==> src/rtl/cache_controller.sv <==
// Direct-mapped, blocking, write-through cache controller between the CPU data port and memory.
// Read hits retire combinationally; misses fill from memory; every write goes through to memory.
module cache_controller #(
  parameter int ADDR_WIDTH = 32,
  parameter int DATA_WIDTH = 32,
  parameter int INDEX_BITS = 4
) (
  input  logic                  clk,
  input  logic                  rst,
  input  logic                  cpu_req,
  input  logic                  cpu_we,
  input  logic [ADDR_WIDTH-1:0] cpu_addr,
  input  logic [DATA_WIDTH-1:0] cpu_wdata,
  output logic [DATA_WIDTH-1:0] cpu_rdata,
  output logic                  cache_ready,
  output logic                  mem_req,
  output logic                  mem_we,
  output logic [ADDR_WIDTH-1:0] mem_addr,
  output logic [DATA_WIDTH-1:0] mem_wdata,
  input  logic [DATA_WIDTH-1:0] mem_rdata,
  input  logic                  mem_ack
);

  localparam int LINES    = 2 ** INDEX_BITS;
  localparam int TAG_BITS = ADDR_WIDTH - INDEX_BITS - 2;

  typedef enum logic [1:0] {IDLE, FILL, WRITE, WDONE} state_t;

  state_t                state_reg;
  logic [LINES-1:0]      valid_reg;
  logic [TAG_BITS-1:0]   tag_mem  [LINES];
  logic [DATA_WIDTH-1:0] data_mem [LINES];

  logic [INDEX_BITS-1:0] index;
  logic [TAG_BITS-1:0]   tag;
  logic                  hit;
  logic                  unused_addr_bits;

  assign index            = cpu_addr[INDEX_BITS+1:2];
  assign tag              = cpu_addr[ADDR_WIDTH-1:INDEX_BITS+2];
  assign hit              = valid_reg[index] && (tag_mem[index] == tag);
  assign unused_addr_bits = ^cpu_addr[1:0];

  // Ready/read data must be combinational so a read hit retires in its request cycle.
  always_comb begin
    cache_ready = 1'b0;
    cpu_rdata   = '0;
    if (!rst) begin
      case (state_reg)
        IDLE: begin
          if (!cpu_req) begin
            cache_ready = 1'b1;
          end else if (!cpu_we && hit) begin
            cache_ready = 1'b1;
            cpu_rdata   = data_mem[index];
          end
        end
        WDONE:   cache_ready = 1'b1;
        default: cache_ready = 1'b0;
      endcase
    end
  end

  always_ff @(posedge clk) begin
    if (rst) begin
      // Reset wins over a coincident mem_ack: the in-flight transaction is dropped.
      state_reg <= IDLE;
      valid_reg <= '0;
      mem_req   <= 1'b0;
      mem_we    <= 1'b0;
      mem_addr  <= '0;
      mem_wdata <= '0;
    end else begin
      case (state_reg)
        IDLE: begin
          if (cpu_req && (cpu_we || !hit)) begin
            mem_req   <= 1'b1;
            mem_we    <= cpu_we;
            mem_addr  <= {cpu_addr[ADDR_WIDTH-1:2], 2'b00};
            if (cpu_we) begin
              mem_wdata <= cpu_wdata;
            end
            state_reg <= cpu_we ? WRITE : FILL;
          end
        end
        FILL: begin
          if (mem_ack) begin
            valid_reg[index] <= 1'b1;
            tag_mem[index]   <= tag;
            data_mem[index]  <= mem_rdata;
            mem_req          <= 1'b0;
            state_reg        <= IDLE;
          end
        end
        WRITE: begin
          if (mem_ack) begin
            // No write-allocate: only a line already holding this address is updated.
            if (hit) begin
              data_mem[index] <= cpu_wdata;
            end
            mem_req   <= 1'b0;
            mem_we    <= 1'b0;
            state_reg <= WDONE;
          end
        end
        WDONE: begin
          state_reg <= IDLE;
        end
        default: state_reg <= IDLE;
      endcase
    end
  end

endmodule

==> config.mk <==
export PLATFORM = sky130hd
export DESIGN_NAME = cache_controller
export DESIGN_NICKNAME = d
export VERILOG_FILES = /design/src/rtl/cache_controller.sv
export SDC_FILE = /design/constraint.sdc
export NUM_CORES = 1
export LEC_CHECK = 0
export CAP_MARGIN = 20
export CORE_ASPECT_RATIO = 0.7
export CORE_MARGIN = 4
export CORE_UTILIZATION = 65
export CTS_CLUSTER_SIZE = 25
export DETAILED_ROUTE_END_ITERATION = 10
export DONT_BUFFER_PORTS = 1
export GPL_ROUTABILITY_DRIVEN = 0
export PLACE_DENSITY_LB_ADDON = 0.3
export SYNTH_ARGS = -nofsm -noshare
export SYNTH_HDL_FRONTEND = slang
export SYNTH_SLANG_ARGS = --single-unit
==> constraint.sdc <==
create_clock -name clk -period 7.66 [get_ports clk]
set_clock_uncertainty 0.05 [all_clocks]
set_input_delay 0.766 -clock clk [delete_from_list [all_inputs] [get_ports clk]]
set_output_delay 0.766 -clock clk [all_outputs]
set_load 0.01 [all_outputs]
==> results.py <==
metrics = {
    "outcome": {
        "run_status": "finished, final reports clean",
    },
    "critical_path": {
        "crit_path_top_delay_cell": "mux4_2",
        "critPathArrivalTime_ns": 6.07,
        "critical_path_rt_ns": 7.91,
        "ff2ff_setup_slack_ns": 2.17,
        "critical_path.endpoint_type": "flip-flop",
        "crit_path_start": "cpu_addr[3]",
        "regToRegStartpoint": "tag_mem[15][20]$_DFFE_PP_",
        "path_max_fanout": 265,
        "worstSetupEndpoint": "data_mem[3][8]$_DFFE_PP_",
        "setup.worst_path.class": "primary input to flip-flop",
        "timing.critical_path.from_type": "primary input",
        "critical-path-max-stage-delay_ns": 0.83,
        "r2r.worst_path.cells": 11,
        "worst_r2r_endpoint": "data_mem[3][8]$_DFFE_PP_",
        "worstPathCellList": "mux4_2 -> a22oi_1 -> nand3_1 -> xor2_1 -> a2111oi_1 -> nand4_1 -> nor4_4 -> o21ai_0 -> buf_2 -> nor2_4 -> buf_4",
    },
    "grt": {
        "grt_pass1_vias": 21200,
        "grt_max_degree": 266,
        "grt-ovfl-total": 0,
        "grt_util_all_layers_pct": 29.4,
        "grt_util_met2_pct": 44.4,
        "number_of_antenna_violations_at_the_first_check_in_global_routing": 5,
        "top_usage_layer_grt": "met2",
        "groute.layer.met1.usage_pct": 43.3,
        "first_pass_grt_wire_length_um": 141000,
        "groute.layer.met3.usage_pct": 8.40,
    },
    "timing": {
        "report.final.setup_viol": 0,
        "fin_setup_tns_ns": 0,
        "final_period_minus_worst_setup_slack_ns": 5.82,
        "layout_worst_path_cycle_share_pct": 75.9,
        "fmaxAchievable_mhz": 172,
        "report.final.slew_viol_count": 0,
        "setup_repair_after_global_routing_missed_its_margin": "no",
        "maxSlewHeadroom_pct": 22.7,
        "hold_violation_count_in_the_final_report": 0,
        "worst_slew_pin_slew_ns": 1.16,
    },
    "die": {
        "fp.coreArea_um2": 60300,
        "fp-row-count": 75,
        "die_area_um2": 65600,
        "initial_core_util_pct": 66.2,
        "chipHeight_um": 215,
        "design.portCount": 200,
        "die_w_um": 304,
    },
    "yosys": {
        "fraction_of_synthesized_cell_area_in_xor_and_xnor_cells_pct": 0.438,
        "synthAdderAreaFrac_pct": 0.188,
        "ys_ff_latch": 1010,
        "netlist-cell-type-count": 69,
        "synth.top_cells.by_area": "edfxtp_1 (70%), mux4_2 (13%), dfxtp_1 (4.1%), mux2i_1 (2.6%), mux2_2 (1.3%)",
        "synth_area_per_cell_um2": 19.3,
        "synth_top_flop_cell": "edfxtp_1",
        "synthesis.instances": 2070,
        "largest_family_of_logic_cells_by_synthesized_area": "multiplexers",
        "postSynth.asyncResetShare_pct": 0,
        "synth_compound_gate_area_share_pct": 3.75,
        "yosysTopAreaCellShare_pct": 69.7,
        "yosysSeqAreaShare_pct": 73.8,
        "synth_simple_gate_area_share_pct": 3.50,
        "synth_area_leader_cell": "edfxtp_1",
        "synth.mux.area_fraction_pct": 16.6,
        "synth_edf_count": 928,
        "mappedNetlistArea_um2": 40000,
        "synth.yosys.warnings": 0,
    },
    "cts": {
        "count_of_hold_buffers_inserted_by_post_cts_repair": 0,
        "post_cts.resized_instances": 0,
        "tritoncts": "yes",
        "clock_tree.htree_level_count": 3,
        "tritoncts_num_sinks": 1010,
        "clk_latency_ns": 0.64,
        "cts_buffers": 89,
        "cts_root_buffer": "clkbuf_16",
        "clk_path_buf_depth": 3,
        "postCtsSetupRepairBufs": 0,
        "clk_transition_reported_paths_ns": 0.06,
    },
    "layout": {
        "most_flop_heavy_register": "data_mem",
        "area_overhead_vs_synth_pct": 10.3,
        "largest_register_ffs": 512,
        "fillers": 3255,
        "post-route-util_pct": 73.0,
        "final_nets": 2197,
        "reg.largest.list": "data_mem x512, tag_mem x416, mem_wdata x32",
        "drive_gt1_share_pct": 22.5,
    },
    "placed_design": {
        "dp_hpwl_um": 52300,
        "io_buffers": 0,
    },
    "route": {
        "routed_via_density": 7.04,
        "detail_route.wirelength_um": 95300,
        "wl_per_cell_um": 32.0,
        "postRouteAntennaNets": 0,
        "drtPass1Iterations": 6,
        "dr_total_vias": 20900,
        "number_of_drc_violations_after_detailed_routing_iteration_0": 3154,
        "drt_drc_violations_left": 0,
    },
    "power_and_ir_drop": {
        "p_clk_share_pct": 39.6,
        "internal_power_mw": 8.90,
        "comb_power_share_pct": 5.7,
        "power.density_nw_per_um2": 256,
        "switching_power_of_the_nets_mw": 2.39,
        "irDropWorstVdd_mv": 0.218,
        "sequential_cell_fraction_of_total_power_pct": 54.6,
        "finalPower_mw": 11.3,
        "p_sw_share_pct": 21.2,
        "leakage_nw": 14.2,
    },
    "flow_run": {
        "timing.max_cap.violations": 0,
    },
    "worst_hold_path": {
        "hold_path_class": "primary input to flip-flop",
    },
}
[stage by stage]
step	cells	area, µm²	hold WS (ns)	worst slack [ns]
final	2974	44100	0.138	1.84
after global routing	2973	44100	0.123	1.97
after CTS	2971	44000	0.118	2.08
after detailed placement	2805	41100	0.386	1.48
after global placement	2797	40900	0.378	1.56
after floorplan	2071	40000	0.371	2.20
[cell usage after synthesis (all sizes together), types with 3 or more instances]
master,instances
a211oi,3
a21o,18
a21oi,79
a221oi,5
a22o,10
a22oi,29
a31oi,7
and2,7
and3,6
buf,61
clkbuf,60
dfxtp,82
edfxtp,928
ha,6
inv,15
mux2,49
mux2i,105
mux4,224
nand2,97
nand2b,7
nand3,42
nand4,9
nor2,44
nor2b,40
nor3,11
nor4,7
o211a,3
o21a,3
o21ai,42
o22ai,9
or2,3
or3,3
or4,3
xnor2,4
xor2,16
[metal layers]
| metal | part of all wire, % | vias up |
|---|---|---|
| met5 | 0.012 | - |
| met4 | 2.5 | 2 |
| met3 | 13 | 197 |
| met2 | 47 | 1518 |
| met1 | 38 | 10700 |
| li1 | - | 8475 |
[worst min path at each step]
stage / start / end / cells past startpoint
2_1_floorplan: valid_reg[12]$_SDFFE_PP0P_ / valid_reg[12]$_SDFFE_PP0P_ / 1
5_1_grt: rst / mem_wdata[31]$_SDFFE_PP0P_ / 1
6_report: rst / mem_wdata[13]$_SDFFE_PP0P_ / 1
3_3_place_gp: valid_reg[10]$_SDFFE_PP0P_ / valid_reg[10]$_SDFFE_PP0P_ / 1
3_5_place_dp: valid_reg[8]$_SDFFE_PP0P_ / valid_reg[8]$_SDFFE_PP0P_ / 1
4_1_cts: rst / mem_wdata[13]$_SDFFE_PP0P_ / 1
[layout by cell type (no fill, tap or decap), types with 10 or more instances in the layout]
cell type  instances
nor2b_1           40
mux4_2           224
clkbuf_16         93
a22o_1            10
buf_4             40
dfxtp_1           82
nor3_1            11
mux2_2            46
a21o_1            18
nor2_4            32
clkinv_2          10
edfxtp_1         928
a21oi_1           79
nor2_1            12
mux2i_1          105
nand2_1           97
clkinv_1          10
o21ai_0           41
xor2_1            16
inv_1             14
clkbuf_8          12
a22oi_1           29
nand3_1           42
clkbuf_1          28
[power groups by stage]
stage | logic, mW | clock network, mW | registers (mW)
floorplan | 0.514 | 0 | 6.26
global placement | 0.574 | 0 | 6.28
detailed placement | 0.607 | 0 | 6.29
CTS | 0.618 | 4.51 | 6.17
global route | 0.683 | 4.78 | 6.17
finish | 0.647 | 4.48 | 6.17
[critical path: cells and delay by family]
family,cells,cell delay (ns)
mux,1,0.83
simple gates,4,1.91
buf+inv,2,0.72
compound gates,3,1.12
xor+xnor,1,0.21
[cell families (layout without fill, tap and decap cells)]
group | Yosys count | after routing
DFF | 1010 | 1010
muxes | 378 | 378
and+or+nand+nor | 284 | 284
AOI/OAI and AO/OA | 234 | 234
buffers and inverters | 137 | 231
xor gates and xnor gates | 20 | 20
adders and majority gates | 6 | 6
other | 1 | 3
[layout make-up]
| cell class | count | area (µm²) | area share (%) |
|---|---|---|---|
| sequential | 1010 | 29500 | 67.0 |
| multi-input combinational | 924 | 10100 | 22.8 |
| clock buffer | 133 | 2600 | 5.89 |
| tap | 808 | 1010 | 2.29 |
| timing repair buffer | 49 | 498 | 1.13 |
| clock inverter | 33 | 337 | 0.764 |
| inverter | 16 | 60.1 | 0.136 |
| antenna | 1 | 2.50 | 0.00568 |
No activity file was read; power rests on OpenSTA's default activity.
